[config.mk]
export PLATFORM = sky130hd
export DESIGN_NAME = fifo_uart_tx
export DESIGN_NICKNAME = d
export VERILOG_FILES = /design/src/rtl/fifo_uart_tx_pkg.sv /design/src/rtl/fifo_uart_tx_bit_timer.sv /design/src/rtl/fifo_uart_tx.sv
export SDC_FILE = /design/constraint.sdc
export NUM_CORES = 1
export LEC_CHECK = 0
export ABC_AREA = 1
export BUFFER_PORTS_ARGS = -buffer_cell sky130_fd_sc_hd__buf_4
export CELL_PAD_IN_SITES_DETAIL_PLACEMENT = 0
export CELL_PAD_IN_SITES_GLOBAL_PLACEMENT = 2
export CORE_MARGIN = 2
export CORE_UTILIZATION = 35
export CTS_CLUSTER_SIZE = 14
export DETAILED_ROUTE_END_ITERATION = 16
export PLACE_DENSITY_LB_ADDON = 0.1
export SLEW_MARGIN = 20
export SYNTH_ARGS = -nofsm -noshare
export SYNTH_HDL_FRONTEND = slang
export SYNTH_HIERARCHICAL = 1
export SYNTH_SLANG_ARGS = --single-unit
[constraint.sdc]
create_clock -name clk -period 2.9 [get_ports clk]
set_input_delay 0.29 -clock clk [delete_from_list [all_inputs] [get_ports clk]]
set_output_delay 0.29 -clock clk [all_outputs]
set_load 0.1 [all_outputs]
[src/rtl/fifo_uart_tx_pkg.sv]
`default_nettype none
// +--------------------------------------------------------------------+
// | fifo_uart_tx_pkg                                                   |
// | Shared types and helpers for the FIFO-fed UART transmitter.        |
// | Rev 1.0 - initial release                                          |
// +--------------------------------------------------------------------+
package fifo_uart_tx_pkg;

  typedef enum logic [2:0] {
    IDLE   = 3'd0,
    SETTLE = 3'd1,
    START  = 3'd2,
    DATA   = 3'd3,
    STOP   = 3'd4
  } tx_state_t;

  // Cycles waited after the pop decision so the FIFO's registered read settles.
  localparam int SETTLE_CYCLES = 2;

  function automatic int CeilLog2(input int value);
    int result;
    result = 0;
    for (int i = 0; i < 31; i++) begin
      if ((1 << i) < value) result = i + 1;
    end
    return result;
  endfunction

endpackage
`default_nettype wire

[src/rtl/fifo_uart_tx_bit_timer.sv]
`default_nettype none
// +--------------------------------------------------------------------+
// | fifo_uart_tx_bit_timer                                             |
// | Free-running bit-period counter: tick every CLK_PER_BIT cycles.    |
// | Rev 1.0 - initial release                                          |
// +--------------------------------------------------------------------+
module fifo_uart_tx_bit_timer
  import fifo_uart_tx_pkg::*;
#(
  parameter int CLK_PER_BIT = 16
) (
  input  logic clk,
  input  logic reset,
  input  logic clear,
  output logic tick
);

  localparam int c_cnt_w = CeilLog2(CLK_PER_BIT);
  localparam logic [c_cnt_w-1:0] c_last = c_cnt_w'(CLK_PER_BIT - 1);

  logic [c_cnt_w-1:0] r_cnt;

  always_ff @(posedge clk or negedge reset) begin
    if (!reset) begin
      r_cnt <= '0;
    end else if (clear || (r_cnt == c_last)) begin
      r_cnt <= '0;
    end else begin
      r_cnt <= r_cnt + 1'b1;
    end
  end

  // First tick lands CLK_PER_BIT cycles after the edge that last saw clear.
  assign tick = !clear && (r_cnt == c_last);

endmodule
`default_nettype wire

[src/rtl/fifo_uart_tx.sv]
`default_nettype none
// +--------------------------------------------------------------------+
// | fifo_uart_tx                                                       |
// | Pops words from the FIFO and sends them as start/data/stop frames. |
// | Rev 1.0 - initial release                                          |
// +--------------------------------------------------------------------+
module fifo_uart_tx
  import fifo_uart_tx_pkg::*;
#(
  parameter int WORDLENGHT  = 8,
  parameter int CLK_PER_BIT = 16
) (
  input  logic                  clk,
  input  logic                  reset,
  input  logic                  sync_clear,
  input  logic                  enable,
  input  logic                  fifo_empty,
  input  logic [WORDLENGHT-1:0] fifo_data,
  output logic                  fifo_pop,
  output logic                  tx,
  output logic                  busy,
  output logic                  frame_done
);

  localparam int c_idx_w = (CeilLog2(WORDLENGHT) < 1) ? 1 : CeilLog2(WORDLENGHT);
  localparam logic [c_idx_w-1:0] c_last_idx = c_idx_w'(WORDLENGHT - 1);
  localparam int c_set_w = CeilLog2(SETTLE_CYCLES + 1);
  localparam logic [c_set_w-1:0] c_settle_last = c_set_w'(SETTLE_CYCLES);

  tx_state_t             r_state;
  tx_state_t             w_state_next;
  logic [c_set_w-1:0]    r_settle_cnt;
  logic [c_set_w-1:0]    w_settle_next;
  logic [c_idx_w-1:0]    r_bit_idx;
  logic [c_idx_w-1:0]    w_idx_next;
  logic [c_idx_w-1:0]    w_idx_inc;
  logic [WORDLENGHT-1:0] r_shift;
  logic [WORDLENGHT-1:0] w_shift_next;
  logic                  r_tx;
  logic                  w_tx_next;
  logic                  r_pop;
  logic                  w_pop_next;
  logic                  w_tick;
  logic                  w_timer_clear;

  // Timer is held cleared until START entry so the start bit gets a full period.
  assign w_timer_clear = sync_clear || (r_state == IDLE) || (r_state == SETTLE);
  assign w_idx_inc     = r_bit_idx + 1'b1;

  fifo_uart_tx_bit_timer #(
    .CLK_PER_BIT(CLK_PER_BIT)
  ) u_bit_timer (
    .clk  (clk),
    .reset(reset),
    .clear(w_timer_clear),
    .tick (w_tick)
  );

  always_ff @(posedge clk or negedge reset) begin
    if (!reset) begin
      r_state      <= IDLE;
      r_settle_cnt <= '0;
      r_bit_idx    <= '0;
      r_shift      <= '0;
      r_tx         <= 1'b1;
      r_pop        <= 1'b0;
    end else begin
      r_state      <= w_state_next;
      r_settle_cnt <= w_settle_next;
      r_bit_idx    <= w_idx_next;
      r_shift      <= w_shift_next;
      r_tx         <= w_tx_next;
      r_pop        <= w_pop_next;
    end
  end

  always_comb begin
    w_state_next  = r_state;
    w_settle_next = r_settle_cnt;
    w_idx_next    = r_bit_idx;
    w_shift_next  = r_shift;
    w_tx_next     = r_tx;
    w_pop_next    = 1'b0;
    if (sync_clear) begin
      w_state_next  = IDLE;
      w_settle_next = '0;
      w_idx_next    = '0;
      w_tx_next     = 1'b1;
    end else begin
      case (r_state)
        IDLE: begin
          w_tx_next = 1'b1;
          if (enable && !fifo_empty) begin
            w_state_next  = SETTLE;
            w_settle_next = '0;
          end
        end
        SETTLE: begin
          if (r_settle_cnt == c_settle_last) begin
            w_state_next = START;
            w_shift_next = fifo_data;
            w_pop_next   = 1'b1;
            w_tx_next    = 1'b0;
          end else begin
            w_settle_next = r_settle_cnt + 1'b1;
          end
        end
        START: begin
          if (w_tick) begin
            w_state_next = DATA;
            w_idx_next   = '0;
            w_tx_next    = r_shift[0];
          end
        end
        DATA: begin
          if (w_tick) begin
            if (r_bit_idx == c_last_idx) begin
              w_state_next = STOP;
              w_tx_next    = 1'b1;
            end else begin
              w_idx_next = w_idx_inc;
              w_tx_next  = r_shift[w_idx_inc];
            end
          end
        end
        STOP: begin
          if (w_tick) w_state_next = IDLE;
        end
        default: begin
          w_state_next = IDLE;
          w_tx_next    = 1'b1;
        end
      endcase
    end
  end

  assign tx         = r_tx;
  assign fifo_pop   = r_pop;
  assign busy       = (r_state != IDLE);
  assign frame_done = (r_state == STOP) && w_tick;

endmodule
`default_nettype wire
======== Word level (Yosys, flattened, before mapping) ========
Index checks and enable logic that the tools add are counted.
word-level totals
  register bits after elaboration ......... 22
  bits of input ports ..................... 13
  logic and storage cells ................. 73
operators by class
  bitwise logic cells ..................... 1
  $add $sub $neg .......................... 3
  reduce and logical (&&, ||, !) cells .... 17
  muxes and demuxes ....................... 28
  order comparisons ....................... 1
  equal/unequal tests ..................... 16
operator list
  cell                                                                          number
  3-bit 2-to-1 mux                                                              10
  3-bit inequality test, second input constant                                  6
  3-bit one-hot mux with 5 select lines                                         1
  1-bit 2-to-1 mux                                                              9
  3-bit nonzero test                                                            3
  4-bit AND reduction                                                           2
  3-bit by 2-bit equality test with 1-bit output, second input constant         2
  3-bit equality test, second input constant                                    2
  2-bit 2-to-1 mux                                                              3
  3-bit by 2-bit inequality test with 1-bit output, second input constant       2
  3-bit one-hot mux with 2 select lines                                         1
  3-bit AND reduction                                                           2
  6-bit AND reduction                                                           1
  4-bit by 1-bit adder with 4-bit output, second input constant                 1
  4-bit equality test, second input constant                                    1
  3-bit by 4-bit less-than comparator with 1-bit output, second input constant  1
  4-bit 2-to-1 mux                                                              1
  1-bit one-hot mux with 4 select lines                                         1
  2-bit one-hot mux with 2 select lines                                         1
  3-bit by 1-bit adder with 3-bit output, second input constant                 1
  1-bit binary-select mux with 3-bit select                                     1
  3-bit by 1-bit equality test with 1-bit output, second input constant         1
  1-bit logical AND                                                             3
  3-bit zero test                                                               1
  6 further kinds                                                               9

======== Logic depth before layout (Yosys ltp) ========
  depth after elaboration ................. 8
  depth in mapped cells ................... 11
  gate-level depth less buffers ........... 11

======== Hierarchy ========
Netlist, hierarchy kept.
by module, submodules not included
  module                  cells an instance  times used  area each (um^2)
  fifo_uart_tx            135                1           1,011.0
  fifo_uart_tx_bit_timer  19                 1           193.9

======== Worst setup path after synthesis ========
OpenSTA, ideal clock, no wires.
  path kind ............................... flip-flop to output port
  start point ............................. register r_state[1]
  end point ............................... output port frame_done
  stages on the path, launching flop included .. 7
  data arrival time ....................... 3,993 ps
  path slack .............................. -1,383 ps
  cells stage by stage .................... dfrtp_1 nor2_2 nor2_1 inv_1 nor3_1 inv_1 nor4_1
between the ends
  word-level cells in the longest chain between the ends .. 6
  elaborated cells between the ends (all ways) .. 8
ends and longest elaborated chain
  element                   line                          RTL
  start: declaration        fifo_uart_tx.sv:30            tx_state_t r_state;
  start signal: assignment  fifo_uart_tx.sv:68            r_state <= w_state_next;
  3-bit zero test           fifo_uart_tx.sv:47            assign w_timer_clear = sync_clear || (r_state == IDLE) || (r_state == SETTLE);
  1-bit logical OR          fifo_uart_tx.sv:47
  1-bit logical OR *        fifo_uart_tx.sv:47
  net w_timer_clear         fifo_uart_tx.sv:44            logic w_timer_clear;
  1-bit zero test *         fifo_uart_tx_bit_timer.sv:34  assign tick = !clear && (r_cnt == c_last);
  1-bit logical AND *       fifo_uart_tx_bit_timer.sv:34
  net w_tick                fifo_uart_tx.sv:43            logic w_tick;
  1-bit logical AND *       fifo_uart_tx.sv:140           assign frame_done = (r_state == STOP) && w_tick;
  end: declaration          fifo_uart_tx.sv:22            output logic frame_done
Mark *: on every way through the listed nets, which the timed path passes. The rest lies on a longest branch.

======== Final worst setup path ========
Ends and elaborated chain as after synthesis.

==> flow_summary_export.csv <==
group,metric,value,unit
run_status,outcome,"complete, no violations",
clock_network,path_clk_slew,0.13,ns
pwr,p_per_area,758.2,mW/mm^2
yosys,synth_top_family_by_area,"simple AND/OR/NAND/NOR gates",
cells_and_area,drive_gt1_share,22.29,%
cells_and_area,n_antenna_cell,0,
yosys,synth_edf_count,0,
setup_path,reg2reg_depth,11,
min_path,hold_path_end,"r_shift[5]",
min_path,hp-class,"primary input to flip-flop",
yosys,yosys.area.top_type,"dfrtp_1",
routing,vias,1047,
routing,antenna_left,0,
pwr,power,1087,uW
pwr,switching_share,46.02,%
timing,max_freq,388.4,MHz
setup_path,critPathRequiredTime,2.61,ns
clock_network,cts_tree,"done",
yosys,ys_seq_area_share,45.79,%
routing,viasPerCell,4.738,
clock_network,cts.sinks,22,
global_routing,overflow,0,
floorplan,initial_core_util,36.39,%
placement,dp_cells,216,
yosys,async_flop_share,100.0,%
yosys,ys_types,24,
flow_run,maxCapViolCount,0,
pwr,leakagePower,0.0007461,uW
pwr,p_sw,500.3,uW
timing,relSlewSlack,58.19,%
routing,drt_wl_total,2.609,mm
global_routing,grt_pass1_vias,1025,
timing,hold_viol_final,0,
cells_and_area,mostFrequentLayoutCells,"nand2_1, dfrtp_1, nand3_1",
cells_and_area,num-nets-final,193,
global_routing,antenna_found_initial,0,
setup_path,timing.critical_path.from,"r_state[1]",
timing,fin_worst_skew,0.003415,ns
yosys,synth_mux_area_share,0,%
timing,fin_crit_sh,88.79,%
yosys,syn_avg_cell_area,7.824,sq um
pwr,pwr-share-clk,14.3,%
timing,worstMarginPinSlew,0.6224,ns
yosys,synth_compound_area_share,6.127,%
global_routing,grt_pass1_wl,4.629,mm
yosys,synth-adder-area-share,4.154,%
routing,routedWlPerCell,11.81,um
setup_path,critPathMaxFanout,6,
timing,slew_viol_final,0,
min_path,min_from,"fifo_data[5]",
yosys,synthXorXnorAreaFrac,0,%
floorplan,core.rowCount,21,
routing,drc,0,
cells_and_area,fin_cells,221,
timing,holdWs,0.1548,ns
floorplan,pin_count,17,
setup_path,worstReg2RegStart,"r_state[1]",
setup_path,arrival,2.28,ns
global_routing,grt_max_degree,23,
setup_path,endpoint_kind,"primary output",
setup_path,crit_top_cell,"inv_1",
setup_path,max_stage_delay,0.54,ns
cells_and_area,fin_area,0.001434,sq mm
routing,firstDrtPassIters,4,
setup_path,crit_buf_inv,3,
floorplan,die_w,62.68,um
timing,grt_setup_unrepaired,"no",
setup_path,path_class,"flip-flop to primary output",
setup_path,cp_top_family,"simple AND/OR/NAND/NOR gates",
pwr,seq_power_share,42.4,%
placement,dp_hpwl,2.028,mm
setup_path,slowest_stage,"nor3_1",
cells_and_area,area_delta_synth_final,19.00,%
floorplan,chipHeight,62.68,um
timing,period_needed,2.575,ns
yosys,synth_area_leaders,"dfrtp_1, nand2_1, nand3_1",
clock_network,cts_resized,0,
yosys,synth_top_area_share,43.61,%
setup_path,reg2reg_to,"r_state[0]",
cells_and_area,final_common_cell,"nand2_1",
setup_path,reg2reg_slack,0.79,ns
clock_network,cts-buffers-inserted,3,
yosys,synthSimpleGateAreaFrac,37.07,%
pwr,internal_power,586.9,uW
yosys,synth_nets,171,
setup_path,startpoint_type,"flip-flop",
pwr,comb_power_share,43.3,%
global_routing,track_usage,14.96,%
yosys,ys.flop_type,"dfrtp_1",
timing,finalSetupViolations,0,
pwr,irDropWorstVdd,0.2238,mV
timing,fin_setup_tns,0,ns
yosys,synthCells,154,
clock_network,cts.path.max_buffers,2,
clock_network,cts-root-buf,"clkbuf_4",
placement,portBuffers,16,
placement,dpl_cell_area,0.001398,sq mm
clock_network,htree_levels,1,
placement,place_congestion,0.8650,
clock_network,clk-insertion-delay-late,0.31,ns
min_path,min_path_cells,3,
routing,drtIter0Drc,68,
floorplan,coreArea,0.003311,sq mm
yosys,ys_ff_latch,22,
floorplan,dieArea,0.003928,sq mm
yosys,yosys_warnings,6,
yosys,netlist_area,0.001205,sq mm
setup_path,path_cells,"nor2_2 > nor2_1 > inv_1 > nor3_1 > inv_1 > nor4_4 > buf_4",
==> power groups by stage <==
stage                     Sequential [uW]  Combinational (uW)  Clock [uW]
after global routing                  475                 524         182
after CTS                             462                 476         159
final                                 461                 470         155
after detailed placement              468                 473           0
after global placement                466                 472           0
after floorplan                       501                 328           0
==> worst max-delay path by stage <==
stage	end	slack, ns	cells after the start
final	frame_done	0.33	7
after global routing	frame_done	0.13	7
after CTS	frame_done	0.30	7
after detailed placement	frame_done	0.69	7
after global placement	frame_done	0.75	7
after floorplan	frame_done	0.36	6
==> per-stage QoR <==
stage	utilization [%]	worst slack [ns]
floorplan	-	0.3570
global placement	42.21	0.7513
detailed placement	42.21	0.6885
CTS	43.31	0.2989
global route	43.31	0.1305
finish	43.31	0.3252
==> area by class of cell <==
cell class / instances / area [sq um]
clock buffer: 4 / 26.28
fill: 357 / 1877
inverter: 22 / 82.58
multi-input combinational: 110 / 585.6
sequential: 22 / 551.8
tap: 46 / 57.56
timing repair buffer: 17 / 130.1
==> registers in the layout, indices dropped and copies added, names as in the netlist <==
name,cells
r_shift,8
r_state,3
u_bit_timer/r_cnt,4
tx,1
r_settle_cnt,2
r_bit_idx,3
fifo_pop,1
==> metal layers <==
metal | up-vias | global-route usage (%) | routed length [um]
li1 | 528 | - | -
met1 | 488 | 18.84 | 1159
met2 | 25 | 25.13 | 1285
met3 | 6 | 3.063 | 114
met4 | 0 | 5.833 | 51
met5 | - | 0 | 0
==> cell usage after synthesis, drive strengths merged, types with 2 or more instances <==
| cell type | instances |
|---|---|
| nand2 | 56 |
| inv | 22 |
| dfrtp | 21 |
| nand3 | 20 |
| nor2 | 15 |
| o21ai | 5 |
| ha | 4 |
| a21oi | 2 |
| nor3 | 2 |
| o211ai | 2 |
==> tightest hold or removal path, stage by stage <==
cell	delay, ns
buf_4	0.08
nand2_1	0.04
nand2_1	0.04
==> timing repair <==
action	4_1_cts	5_1_grt
hold buffers	1	0
buffers inserted	0	0
endpoints found under the hold margin	21	0
==> kinds of logic after synthesis <==
family	count (synthesis)
simple gates	96
buf+inv	22
flops	22
compound gates	10
fa+ha+maj	4
Power figures use the tool's default switching activity.
